$ cat src/rtl/fifo_uart_tx_if.sv
// FIFO-read / serial-line bundle for fifo_uart_tx.
// The transmitter is the read master: it owns the read strobe and the line,
// and the FIFO/environment side owns the data, empty flag and enable.
interface fifo_uart_tx_if #(
  parameter int DATA_WIDTH = 8
);
  logic [DATA_WIDTH:0] fifo_data;
  logic                fifo_empty;
  logic                tx_enable;
  logic                Read_enable;
  logic                tx_serial;
  logic                tx_busy;
  logic                tx_done;

  modport master (
    input  fifo_data, fifo_empty, tx_enable,
    output Read_enable, tx_serial, tx_busy, tx_done
  );

  modport slave (
    output fifo_data, fifo_empty, tx_enable,
    input  Read_enable, tx_serial, tx_busy, tx_done
  );
endinterface

$ cat src/rtl/fifo_uart_tx.sv
// Read-side FIFO drain into a UART-style serial frame:
// start bit, DATA_WIDTH data bits LSB first, optional even parity, one stop bit.
// Every output is a flop; the output comb process computes their next values
// from the next state so the line changes exactly on state boundaries.
module fifo_uart_tx #(
  parameter int DATA_WIDTH   = 8,
  parameter int CLKS_PER_BIT = 4,
  parameter int PARITY_EN    = 0
) (
  input  logic           clk_read,
  input  logic           Reset_n,
  fifo_uart_tx_if.master bus
);

  localparam int BW = (CLKS_PER_BIT > 1) ? $clog2(CLKS_PER_BIT) : 1;
  localparam int IW = (DATA_WIDTH > 1) ? $clog2(DATA_WIDTH) : 1;
  localparam logic [BW-1:0] BAUD_LAST = BW'(CLKS_PER_BIT - 1);
  localparam logic [IW-1:0] IDX_LAST  = IW'(DATA_WIDTH - 1);

  typedef enum logic [2:0] {
    S_IDLE, S_REQ, S_LOAD, S_START, S_DATA, S_PARITY, S_STOP
  } state_t;

  state_t                state_q, state_d;
  logic [DATA_WIDTH-1:0] shreg_q, shreg_d;
  logic [IW-1:0]         bit_idx_q, bit_idx_d;
  logic [BW-1:0]         baud_q, baud_d;
  logic                  parity_q, parity_d;
  logic                  re_q, re_d;
  logic                  ser_q, ser_d;
  logic                  busy_q, busy_d;
  logic                  done_q, done_d;
  logic                  bit_end;

  // The FIFO's extra top bit carries nothing for the line.
  logic unused_fifo_msb;
  assign unused_fifo_msb = bus.fifo_data[DATA_WIDTH];

  assign bit_end = (baud_q == BAUD_LAST);

  // State, datapath and output registers; reset drops the frame and idles the line.
  always_ff @(posedge clk_read) begin
    if (!Reset_n) begin
      state_q   <= S_IDLE;
      shreg_q   <= '0;
      bit_idx_q <= '0;
      baud_q    <= '0;
      parity_q  <= 1'b0;
      re_q      <= 1'b0;
      ser_q     <= 1'b1;
      busy_q    <= 1'b0;
      done_q    <= 1'b0;
    end else begin
      state_q   <= state_d;
      shreg_q   <= shreg_d;
      bit_idx_q <= bit_idx_d;
      baud_q    <= baud_d;
      parity_q  <= parity_d;
      re_q      <= re_d;
      ser_q     <= ser_d;
      busy_q    <= busy_d;
      done_q    <= done_d;
    end
  end

  // Next-state: FIFO flags and enable only matter in IDLE; a started frame always finishes.
  always_comb begin
    state_d = state_q;
    case (state_q)
      S_IDLE:   if (bus.tx_enable && !bus.fifo_empty) state_d = S_REQ;
      S_REQ:    state_d = S_LOAD;
      S_LOAD:   state_d = S_START;
      S_START:  if (bit_end) state_d = S_DATA;
      S_DATA: begin
        if (bit_end && (bit_idx_q == IDX_LAST))
          state_d = (PARITY_EN != 0) ? S_PARITY : S_STOP;
      end
      S_PARITY: if (bit_end) state_d = S_STOP;
      S_STOP:   if (bit_end) state_d = S_IDLE;
      default:  state_d = S_IDLE;
    endcase
  end

  // Outputs and datapath: counters/shifter advance per bit, registered outputs follow state_d.
  always_comb begin
    shreg_d   = shreg_q;
    bit_idx_d = bit_idx_q;
    baud_d    = baud_q;
    parity_d  = parity_q;
    case (state_q)
      S_LOAD: begin
        // FIFO data_out is valid here, one cycle after the read strobe.
        shreg_d   = bus.fifo_data[DATA_WIDTH-1:0];
        bit_idx_d = '0;
        baud_d    = '0;
        parity_d  = (PARITY_EN != 0) ? ^bus.fifo_data[DATA_WIDTH-1:0] : 1'b0;
      end
      S_START, S_PARITY, S_STOP: begin
        baud_d = bit_end ? '0 : baud_q + 1'b1;
      end
      S_DATA: begin
        baud_d = bit_end ? '0 : baud_q + 1'b1;
        if (bit_end) begin
          shreg_d = shreg_q >> 1;
          // Hold on the last index so the counter never wraps inside a frame.
          if (bit_idx_q != IDX_LAST) bit_idx_d = bit_idx_q + 1'b1;
        end
      end
      default: baud_d = '0;
    endcase

    ser_d = 1'b1;
    case (state_d)
      S_START:  ser_d = 1'b0;
      S_DATA:   ser_d = shreg_d[0];
      S_PARITY: ser_d = parity_d;
      default:  ser_d = 1'b1;
    endcase
    re_d   = (state_d == S_REQ);
    busy_d = (state_d != S_IDLE);
    done_d = (state_d == S_STOP) && (baud_d == BAUD_LAST);
  end

  assign bus.Read_enable = re_q;
  assign bus.tx_serial   = ser_q;
  assign bus.tx_busy     = busy_q;
  assign bus.tx_done     = done_q;

endmodule

$ cat src/flat_wrapper.sv
// flat-port wrapper written by rule: the top's interface ports become plain ports
module fifo_uart_tx_flat 
#(
  parameter int DATA_WIDTH   = 8,
  parameter int CLKS_PER_BIT = 4,
  parameter int PARITY_EN    = 0
)
  (clk_read, Reset_n, bus_fifo_data, bus_fifo_empty, bus_tx_enable, bus_Read_enable, bus_tx_serial, bus_tx_busy, bus_tx_done);
  fifo_uart_tx_if #(.DATA_WIDTH(DATA_WIDTH)) bus_i ();
  input  logic clk_read;
  input  logic Reset_n;
  input wire logic [$bits(bus_i.fifo_data)-1:0] bus_fifo_data;
  input wire logic [$bits(bus_i.fifo_empty)-1:0] bus_fifo_empty;
  input wire logic [$bits(bus_i.tx_enable)-1:0] bus_tx_enable;
  output wire logic [$bits(bus_i.Read_enable)-1:0] bus_Read_enable;
  output wire logic [$bits(bus_i.tx_serial)-1:0] bus_tx_serial;
  output wire logic [$bits(bus_i.tx_busy)-1:0] bus_tx_busy;
  output wire logic [$bits(bus_i.tx_done)-1:0] bus_tx_done;
  assign bus_i.fifo_data = bus_fifo_data;
  assign bus_i.fifo_empty = bus_fifo_empty;
  assign bus_i.tx_enable = bus_tx_enable;
  assign bus_Read_enable = bus_i.Read_enable;
  assign bus_tx_serial = bus_i.tx_serial;
  assign bus_tx_busy = bus_i.tx_busy;
  assign bus_tx_done = bus_i.tx_done;
  fifo_uart_tx #(.DATA_WIDTH(DATA_WIDTH), .CLKS_PER_BIT(CLKS_PER_BIT), .PARITY_EN(PARITY_EN)) u_core (.clk_read(clk_read), .Reset_n(Reset_n), .bus(bus_i));
endmodule
$ cat config.mk
export PLATFORM = sky130hd
export DESIGN_NAME = fifo_uart_tx_flat
export DESIGN_NICKNAME = d
export VERILOG_FILES = /design/src/rtl/fifo_uart_tx_if.sv /design/src/rtl/fifo_uart_tx.sv /design/src/flat_wrapper.sv
export SDC_FILE = /design/constraint.sdc
export NUM_CORES = 1
export LEC_CHECK = 0
export BUFFER_PORTS_ARGS = -buffer_cell sky130_fd_sc_hd__clkbuf_2
export CAP_MARGIN = 20
export CORE_AREA = 2 2 46 48
export DETAILED_ROUTE_END_ITERATION = 10
export DIE_AREA = 0 0 48 50
export PLACE_DENSITY_LB_ADDON = 0.05
export SLEW_MARGIN = 5
export SYNTH_ARGS = -nofsm -noshare
export SYNTH_HDL_FRONTEND = slang
export SYNTH_SLANG_ARGS = --single-unit
$ cat constraint.sdc
create_clock -name clk_read -period 2.75 [get_ports clk_read]
set_input_delay 0.4125 -clock clk_read [delete_from_list [all_inputs] [get_ports clk_read]]
set_output_delay 0.4125 -clock clk_read [all_outputs]
set_load 0.005 [all_outputs]
==> flow_summary.toml <==
[global_routing]
grt_max_degree = 17
track_usage_pct = 18.8
grt_overflow = 0
grt_pass1_vias = 751
antenna_found_initial = 0
grt_pass1_wl_um = 3220

[critical_path]
cp_data_required_time_ps = 2950
end_kind = "flop"
path_max_fanout = 14
start_kind = "flop"
path_class = "reg -> reg"
reg2reg_slack_ps = 910
arrival_ps = 2030

[yosys]
synth.distinct_cells = 34
yosysWarnings = 0
synth_seq_area_share_pct = 42.5
syn_nets = 127
synth-main-ff-cell = "dfxtp_1"
ys_async_sr_fraction_pct = 0
syn_area_per_cell_sq_um = 8.92
ys_seq_elements = 21
synth_edf_count = 0
netlist_area_sq_um = 990
syn_inst = 111

[finish]
ff_latch_area_sq_um = 420
multi_input_area_sq_um = 522
syn2layout_area_growth_pct = 9.73
layout.nets = 141
n_antenna_cell = 0
nFillCells = 194
layout-drive-gt1-share_pct = 22.6

[die]
die_height_um = 50
die_w_um = 48
rows = 16
initial_core_util_pct = 52.0
io-pin-count = 17
dieArea_sq_mm = 0.00240
core-area_sq_mm = 0.00190

[routing]
drc_errors = 0
drt-pass1-iter-count = 4
wl_met3_um = 63
wl_um = 1870
initialDrtViolationCount = 22
via_per_inst = 5.47
vias = 826
wl_met2_um = 933
wl_met1_um = 836
dr.max_layer_used = "met4"
wl_per_cell_um = 12.4
ant_nets = 0

[clocking]
clk_path_buf_depth = 2
cts_hold_buf = 0
cts.sinks = 21
root_buffer = "clkbuf_4"
post_cts_resized = 0
cts_tree = "built"
cts_inserted_buffers = 3
cts_max_level = 1
clk_pin_slew_worst_paths_ps = 120
postCtsSetupBuffers = 0
insertion_delay_ps = 300

[power_and_ir_drop]
finalPower_uw = 618
power_density_mw_per_mm2 = 569
ir_drop_v = 0.000389
p_leak_uw = 0.000430

[placed_design]
portBuffers = 15
gp_congestion = 0.782
hpwl_um = 1350

[timing]
fin_setup_tns_ps = 0
fmax_mhz = 545
worstMarginPinSlew_ps = 588
period_minus_slack_ps = 1840
fin_skew_ps = 2.59
rsz0062_at_grt = "false"
setup_viol = 0
timing.final.crit_share_pct = 66.7
drv_slew = 0
timing.slew.headroom_pct = 60.7
finalHoldViolations = 0

[outcome]
status = "complete, no violations"

[run]
drv_cap = 0

[min_path]
hold_path_class = "in -> reg"
-- report_power, final --
| part | total, uW | internal, uW | switching [uW] |
|---|---|---|---|
| clock network | 151 | 54.3 | 96.8 |
| registers | 352 | 327 | 24.6 |
| logic | 115 | 53.4 | 61.7 |
| total | 618 | 435 | 183 |
-- per-stage QoR --
step	instance area [sq um]	utilization [%]	setup slack, ps	instances	hold slack (ps)
2_1_floorplan	990	-	1210	111	422
3_3_place_gp	1060	55.7	927	147	432
3_5_place_dp	1060	55.7	937	147	447
4_1_cts	1090	57.1	916	151	346
5_1_grt	1090	57.1	741	151	370
6_report	1090	57.1	915	151	348
-- registers in the layout, indices dropped and copies added (netlist names) --
signal and count:
u_core.bit_idx_q 3, u_core.bus.tx_done 1, u_core.bus.tx_busy 1, u_core.state_q 3, u_core.parity_q 1, u_core.bus.tx_serial 1
u_core.shreg_q 8, u_core.bus.Read_enable 1, u_core.baud_q 2
-- kinds of logic (layout without fill, tap and decap cells) --
family / after synthesis / after routing / synth area share, %
mux: 1 / 1 / 1.14
xor+xnor: 1 / 1 / 0.885
buf+inv: 8 / 21 / 4.80
compound gates: 31 / 31 / 20.7
flops: 21 / 21 / 42.5
simple gates: 46 / 46 / 26.2
fa+ha+maj: 3 / 3 / 3.79
-- worst paths after layout --
| check | startpoint | to | cells past startpoint |
|---|---|---|---|
| setup / recovery | u_core.state_q[2] | u_core.bus.tx_serial | 5 |
| hold / removal | bus_fifo_data[7] | u_core.shreg_q[7] | 3 |
| setup reg to reg | u_core.state_q[2] | u_core.bus.tx_serial | 5 |
| hold reg to reg | u_core.shreg_q[6] | u_core.shreg_q[6] | 2 |
-- layer usage --
| layer | vias up | GRT usage, % |
|---|---|---|
| li1 | 422 | - |
| met5 | - | 0 |
| met2 | 16 | 28.2 |
| met4 | 0 | 8.11 |
| met3 | 4 | 4.40 |
| met1 | 384 | 24.8 |
-- area by class of cell --
cell class / instances / area share, %
clock buffer: 3 / 2.07
clock inverter: 1 / 0.461
inverter: 2 / 0.691
multi-input combinational: 82 / 48.0
sequential: 21 / 38.7
tap: 27 / 3.11
timing repair buffer: 15 / 6.91
-- cell usage in the layout (no fill, tap or decap), types with 2 or more instances in the layout --
cell | synthesis | final
nand4b_1 | 2 | 2
a21oi_1 | 14 | 14
o21ai_0 | 3 | 3
nor2_1 | 15 | 15
nand2b_1 | 4 | 4
nor2b_1 | 2 | 2
nand2_1 | 9 | 9
nor3_2 | 2 | 2
nand4_1 | 2 | 2
clkbuf_2 | 0 | 15
ha_1 | 3 | 3
a22oi_1 | 8 | 8
and2_1 | 2 | 2
clkbuf_4 | 0 | 3
nand2b_4 | 2 | 2
dfxtp_1 | 21 | 21
-- synthesized netlist by cell type (2+ instances only) --
cell type   n  area [sq um]
buf_4       2          15.0
nand2b_1    4          25.0
nand4b_1    2          17.5
o21ai_0     3          15.0
dfxtp_1    21           420
a22oi_1     8          60.1
nand4_1     2          12.5
nor2b_1     2          12.5
ha_1        3          37.5
nor2_1     15          56.3
nor3_2      2          20.0
a21oi_1    14          70.1
and2_1      2          12.5
nand2_1     9          33.8
buf_2       2          10.0
nand2b_4    2          27.5
-- worst max-delay path, stage by stage (launching register included) --
cell      delay (ps)
dfxtp_1          660
nand2b_4         280
nor2_2           100
a221oi_1         400
mux2_2           220
a22oi_1           60
(Power assumes the default switching activity.)
